<file path="src/rtl/reg_rr_arbiter.sv">
// reg_rr_arbiter
// ----------------------------------------------------------------------------
// Round-robin arbiter that lets NUM_MST register-bus masters share a single
// register-bus slave. One master is granted at a time. The grant is held until
// the slave completes, the transfer times out, or the master withdraws its
// request. After a completion or a timeout, priority moves to the master that
// follows the one just served.
//
// Handshake (every master port and the slave port):
//   valid is held high until ready is seen high in the same cycle. addr,
//   write, wdata and wstrb stay stable while valid is high. ready, rdata and
//   error carry meaning only in the cycle where valid and ready are both high.
//
// Ports:
//   clk_i, rst_ni      rising-edge clock; synchronous active-low reset
//   mst_valid_i        per-master request
//   mst_write_i        per-master write flag
//   mst_addr_i         per-master byte address
//   mst_wdata_i        per-master write data
//   mst_wstrb_i        per-master byte strobes
//   mst_ready_o        per-master completion (one-hot or zero)
//   mst_rdata_o        per-master read data (zero for non-granted masters)
//   mst_error_o        per-master error (zero for non-granted masters)
//   slv_valid_o, slv_write_o, slv_addr_o, slv_wdata_o, slv_wstrb_o
//                      request forwarded to the slave
//   slv_ready_i, slv_rdata_i, slv_error_i
//                      response from the slave
//   busy_o             high while a grant is held
//   dbg_state_o        FSM state (0 = IDLE, 1 = BUSY), for observation only
// ----------------------------------------------------------------------------
module reg_rr_arbiter #(
  parameter int unsigned NUM_MST    = 2,
  parameter int unsigned ADDR_WIDTH = 32,
  parameter int unsigned DATA_WIDTH = 32,
  parameter int unsigned TIMEOUT    = 0
) (
  input  logic                                   clk_i,
  input  logic                                   rst_ni,
  input  logic [NUM_MST-1:0]                     mst_valid_i,
  input  logic [NUM_MST-1:0]                     mst_write_i,
  input  logic [NUM_MST-1:0][ADDR_WIDTH-1:0]     mst_addr_i,
  input  logic [NUM_MST-1:0][DATA_WIDTH-1:0]     mst_wdata_i,
  input  logic [NUM_MST-1:0][DATA_WIDTH/8-1:0]   mst_wstrb_i,
  output logic [NUM_MST-1:0]                     mst_ready_o,
  output logic [NUM_MST-1:0][DATA_WIDTH-1:0]     mst_rdata_o,
  output logic [NUM_MST-1:0]                     mst_error_o,
  output logic                                   slv_valid_o,
  output logic                                   slv_write_o,
  output logic [ADDR_WIDTH-1:0]                  slv_addr_o,
  output logic [DATA_WIDTH-1:0]                  slv_wdata_o,
  output logic [DATA_WIDTH/8-1:0]                slv_wstrb_o,
  input  logic                                   slv_ready_i,
  input  logic [DATA_WIDTH-1:0]                  slv_rdata_i,
  input  logic                                   slv_error_i,
  output logic                                   busy_o,
  output logic                                   dbg_state_o
);

  localparam int unsigned IDX_W = (NUM_MST > 1) ? $clog2(NUM_MST) : 1;
  // A zero TIMEOUT still needs a one-bit counter so the code stays legal.
  localparam int unsigned CNT_W = (TIMEOUT > 0) ? $clog2(TIMEOUT + 1) : 1;
  localparam logic [CNT_W-1:0] CNT_LAST = (TIMEOUT > 0) ? CNT_W'(TIMEOUT - 1) : '0;

  typedef enum logic {
    IDLE = 1'b0,
    BUSY = 1'b1
  } state_e;

  state_e               state_q, state_d;
  logic [IDX_W-1:0]     grant_q, grant_d;
  logic [IDX_W-1:0]     prio_q, prio_d;
  logic [CNT_W-1:0]     tcnt_q, tcnt_d;

  logic [IDX_W-1:0]     pick;
  logic [IDX_W-1:0]     prio_next;
  logic                 active;
  logic                 sel_valid;
  logic                 timeout_fire;
  logic                 complete;
  logic                 abandon;

  // --------------------------------------------------------------------------
  // Round-robin pick: first requester scanning upward from prio_q, wrapping.
  // --------------------------------------------------------------------------
  always_comb begin
    logic             found;
    logic [IDX_W-1:0] idx;
    pick  = prio_q;
    found = 1'b0;
    idx   = '0;
    for (int k = 0; k < int'(NUM_MST); k++) begin
      idx = IDX_W'((int'(prio_q) + k) % int'(NUM_MST));
      if (!found && mst_valid_i[idx]) begin
        pick  = idx;
        found = 1'b1;
      end
    end
  end

  assign prio_next = IDX_W'((int'(grant_q) + 1) % int'(NUM_MST));

  // --------------------------------------------------------------------------
  // Transfer status for the held grant. Outputs are gated by rst_ni so that
  // a reset cycle in the middle of a transfer never leaks a ready pulse.
  // --------------------------------------------------------------------------
  assign active    = (state_q == BUSY) && rst_ni;
  assign sel_valid = mst_valid_i[grant_q];

  always_comb begin
    timeout_fire = 1'b0;
    if (TIMEOUT > 0) begin
      timeout_fire = active && sel_valid && (tcnt_q == CNT_LAST) && !slv_ready_i;
    end
  end

  assign complete = active && sel_valid && slv_ready_i;
  assign abandon  = active && !sel_valid;

  // --------------------------------------------------------------------------
  // Output multiplexing: slave side mirrors the held master, the response is
  // routed back only to that master. A timeout answers the master locally
  // with an error and zero data while the slave request is withdrawn.
  // --------------------------------------------------------------------------
  always_comb begin
    slv_valid_o = 1'b0;
    slv_write_o = 1'b0;
    slv_addr_o  = '0;
    slv_wdata_o = '0;
    slv_wstrb_o = '0;
    mst_ready_o = '0;
    mst_rdata_o = '0;
    mst_error_o = '0;
    if (active) begin
      slv_valid_o          = sel_valid && !timeout_fire;
      slv_write_o          = mst_write_i[grant_q];
      slv_addr_o           = mst_addr_i[grant_q];
      slv_wdata_o          = mst_wdata_i[grant_q];
      slv_wstrb_o          = mst_wstrb_i[grant_q];
      mst_ready_o[grant_q] = complete || timeout_fire;
      mst_rdata_o[grant_q] = timeout_fire ? '0 : slv_rdata_i;
      mst_error_o[grant_q] = timeout_fire || slv_error_i;
    end
  end

  assign busy_o      = (state_q == BUSY) && rst_ni;
  assign dbg_state_o = state_q;

  // --------------------------------------------------------------------------
  // Next-state logic.
  // --------------------------------------------------------------------------
  always_comb begin
    state_d = state_q;
    grant_d = grant_q;
    prio_d  = prio_q;
    tcnt_d  = tcnt_q;
    unique case (state_q)
      IDLE: begin
        if (|mst_valid_i) begin
          state_d = BUSY;
          grant_d = pick;
          tcnt_d  = '0;
        end
      end
      BUSY: begin
        if (complete || timeout_fire) begin
          state_d = IDLE;
          prio_d  = prio_next;
        end else if (abandon) begin
          // Withdrawn request: release the slave, keep the priority order.
          state_d = IDLE;
        end else if (TIMEOUT > 0) begin
          tcnt_d = tcnt_q + CNT_W'(1);
        end
      end
      default: state_d = IDLE;
    endcase
  end

  // --------------------------------------------------------------------------
  // State registers.
  // --------------------------------------------------------------------------
  always_ff @(posedge clk_i) begin
    if (!rst_ni) begin
      state_q <= IDLE;
      grant_q <= '0;
      prio_q  <= '0;
      tcnt_q  <= '0;
    end else begin
      state_q <= state_d;
      grant_q <= grant_d;
      prio_q  <= prio_d;
      tcnt_q  <= tcnt_d;
    end
  end

endmodule

</file>
<file path="config.mk">
export PLATFORM = sky130hd
export DESIGN_NAME = reg_rr_arbiter
export DESIGN_NICKNAME = d
export VERILOG_FILES = /design/src/rtl/reg_rr_arbiter.sv
export SDC_FILE = /design/constraint.sdc
export NUM_CORES = 1
export LEC_CHECK = 0
export ABC_AREA = 1
export CAP_MARGIN = 20
export CORE_AREA = 5 5 119 121
export CTS_BUF_LIST = sky130_fd_sc_hd__clkbuf_8
export DETAILED_ROUTE_END_ITERATION = 7
export DIE_AREA = 0 0 124 126
export PLACE_DENSITY_LB_ADDON = 0.1
export SLEW_MARGIN = 20
export SYNTH_ARGS = -nofsm -noshare
export SYNTH_HDL_FRONTEND = slang
export SYNTH_SLANG_ARGS = --single-unit
</file>
<file path="constraint.sdc">
create_clock -name clk_i -period 1.55 [get_ports clk_i]
set_clock_uncertainty 0.15 [all_clocks]
set_input_delay 0.2325 -clock clk_i [delete_from_list [all_inputs] [get_ports clk_i]]
set_output_delay 0.2325 -clock clk_i [all_outputs]
set_load 0.02 [all_outputs]
</file>
==> summary.txt, run 1 <==
Tightest Pin Transition -> 0.237 ns
Vias per inst -> 4.09
Worst stage delay on the critical path -> 0.39 ns
Final Cycle Share -> 108%
Sink Count -> 3
Finished Cell Area -> 5920 um2
Met3 Resource Use GR -> 6.14%
Mapped Cells -> 365
Critical path type -> flop to primary output
Worst slew margin -> 84.0%
Vias -> 3574
Maxcap violations -> 0
Max Clk Rate -> 0.597 GHz
Final total power -> 1.85 mW
Slowest cell on crit path -> dfxtp_4
Power Dens Cells -> 312 nW/um2
Via count of the first global-routing pass -> 3756
Drt drc -> 0
Place WS -> -0.916 ns
Gpl congestion -> 0.766
Met1 Use GR -> 16.9%
Mapped cell area -> 1580 um2
Worst setup margin -> -0.125 ns
Net Sw Frac -> 40.7%
Initial Utilization -> 12.2%
Clock Latency Late Sink -> 0.21 ns
Worst EP required -> 1.17 ns
Endpoints failing setup -> 137
Crit path cell chain -> buf_12 > nand2_4 > clkbuf_16 > nor2_2 > buf_4
Total Wirelength -> 14800 um
Startpoint types -> flop
Comb power frac -> 83.4%
Die extent in x -> 124 um
Die area -> 15600 um2
Gr busiest metal -> met2
Initial DRT Pass Iterations -> 6
Synth unique cells -> 15
Share of layout cells above drive strength 1 -> 48.1%
Clk buf depth -> 2
All-Layer GR Usage -> 16.8%
Fin. Hold Viols -> 0
Leakage -> 2.76 nW
Synthesis-stage register bit count -> 3
Synth warn -> 0
CTS root buffer -> clkbuf_8
Switching Power -> 0.751 mW
Crit path DAT -> 1.29 ns
CTS Buf Count -> 3
Die span in y -> 126 um
Critical path capture point type -> primary output
Global-route wire length before repair -> 20900 um
Clock power share -> 11.7%
Max H-tree Level -> 1
Maximum VDD drop -> 0.000252 V
Avg Inst Size Synth -> 4.32 um2
GR Layer Usage met2 -> 33.3%
Slew Viols, Final -> 0
Ranking of synthesized cells by area -> nand2_1 34%, a21oi_1 23%, nor2_1 16%
GR Overflow Total -> 0
Post-synthesis sequential area ratio -> 3.81%
Fill cell count -> 1406
Syn Nets -> 541
Core area -> 13000 um2
Input/output buffers -> 315
Placed cell area -> 5220 um2
Clk pin slew, worst setup/hold paths -> 0.03 ns
Diode count -> 0
Routed length per instance -> 16.9 um
Final worst path period need -> 1.68 ns
RSZ-0062 raised after global routing -> true
Initial antenna violation count -> 0
Max FO, Critical Path -> 8
Setup TNS -> -10.32 ns
Synth top area share -> 34.5%
Cell accounting for the most synthesized area -> nand2_1
Worst min path class -> flop to flop
Initial DRC Count -> 85
# hold bufs at CTS -> 0
Nets -> 874
Largest net degree at the start of global routing -> 34
Core Rows -> 42
Violated checks -> negative setup slack
I/O pin count -> 316
Run status -> complete, but fails checks
Area grow syn2layout -> 275%
DP HPWL -> 10800 um
CTS tree -> built
Internal power -> 1.10 mW
Sequential group share of total power -> 4.9%
Antenna Violating Nets Remaining -> 0
[critical path, delay by kind of cell, from the launching register on]
family	cells	cell delay [ns]
AND/OR/NAND/NOR	2	0.19
buffers and inverters	3	0.50
flip-flops	1	0.39
[layout by cell type (no fill, tap or decap), types with 18 or more instances in the layout]
| cell | n |
|---|---|
| clkdlybuf4s50_1 | 174 |
| buf_4 | 92 |
| nand2_2 | 19 |
| inv_1 | 40 |
| nor2_2 | 60 |
| a21oi_1 | 18 |
| buf_6 | 61 |
| nand2_1 | 118 |
| a21oi_2 | 51 |
[flip-flops by register name, summed over array words and instances (netlist names)]
name / flops
dbg_state_o: 1
grant_q: 1
prio_q: 1
[cells by family (layout without fill, tap and decap cells)]
logic type | after synthesis | after routing | synth area share, %
simple gates | 219 | 219 | 52.9
buf+inv | 69 | 401 | 19.7
compound gates | 74 | 74 | 23.6
flops | 3 | 3 | 3.81
[metrics by stage]
stage / cells / utilization, % / hold WS (ns)
detailed placement: 851 / 40.2 / 0.386
CTS: 866 / 41.9 / 0.391
floorplan: 365 / - / 0.205
finish: 873 / 45.6 / 0.394
global route: 873 / 45.6 / 0.472
global placement: 851 / 40.2 / 0.358
[metal layers]
layer	vias up	wire length, um	part of all wire, %
met5	-	0	0
met4	0	194	1.3
met3	14	1620	11
met2	194	8000	54
met1	1584	4930	33
li1	1782	-	-
[path summary, 6_finish.rpt]
kind         slack, ns  cells after the start                     end            startpoint
max              -0.13                      5          mst_error_o[1]  grant_q$_SDFFE_PN0P_
max reg2reg       0.29                      6  dbg_state_o$_SDFF_PN0_  grant_q$_SDFFE_PN0P_
min               0.39                      4     prio_q$_SDFFE_PN0P_   prio_q$_SDFFE_PN0P_
min reg2reg       0.39                      4     prio_q$_SDFFE_PN0P_   prio_q$_SDFFE_PN0P_
[final cells by class]
class / instances / area, um2 / share of cell area [%]
timing repair buffer: 356 / 3690 / 62.4
multi-input combinational: 293 / 1730 / 29.3
tap: 176 / 220 / 3.72
inverter: 41 / 164 / 2.77
sequential: 3 / 65.1 / 1.10
clock buffer: 3 / 41.3 / 0.698
clock inverter: 1 / 3.75 / 0.0634
[what timing repair did]
action / 4_1_cts / 5_1_grt
setup endpoints to repair: 140 / 139
gates cloned: 6 / 7
buffers inserted: 5 / 1
pin swaps: 36 / 13
resized for setup: 774 / 106
[power by group through the flow]
| stage | registers [mW] | logic [mW] | clock network, mW |
|---|---|---|---|
| floorplan | 0.0910 | 0.482 | 0 |
| global placement | 0.0882 | 1.30 | 0 |
| detailed placement | 0.0882 | 1.30 | 0 |
| CTS | 0.0887 | 1.43 | 0.223 |
| global route | 0.0908 | 1.65 | 0.231 |
| finish | 0.0899 | 1.54 | 0.216 |
[Yosys cell counts, drive strengths merged]
library cell and n:
nand3 2, o211ai 1, nor2 68, o21ai 1, nand4 1, nand2 148, dfxtp 3, inv 41
clkbuf 1, buf 27, a21oi 72
Note: power is estimated with default switching activity, not from simulation.
==> run 2, diff against run 1 <==
--- a/config.mk
+++ b/config.mk
@@ -9,6 +9,7 @@
 export CAP_MARGIN = 20
 export CORE_AREA = 5 5 119 121
 export CTS_BUF_LIST = sky130_fd_sc_hd__clkbuf_8
+export CTS_CLUSTER_SIZE = 16
 export DETAILED_ROUTE_END_ITERATION = 7
 export DIE_AREA = 0 0 124 126
 export PLACE_DENSITY_LB_ADDON = 0.1
==> results of run 2 <==
Final layout, timing and power as in run 1 (identical DEF).
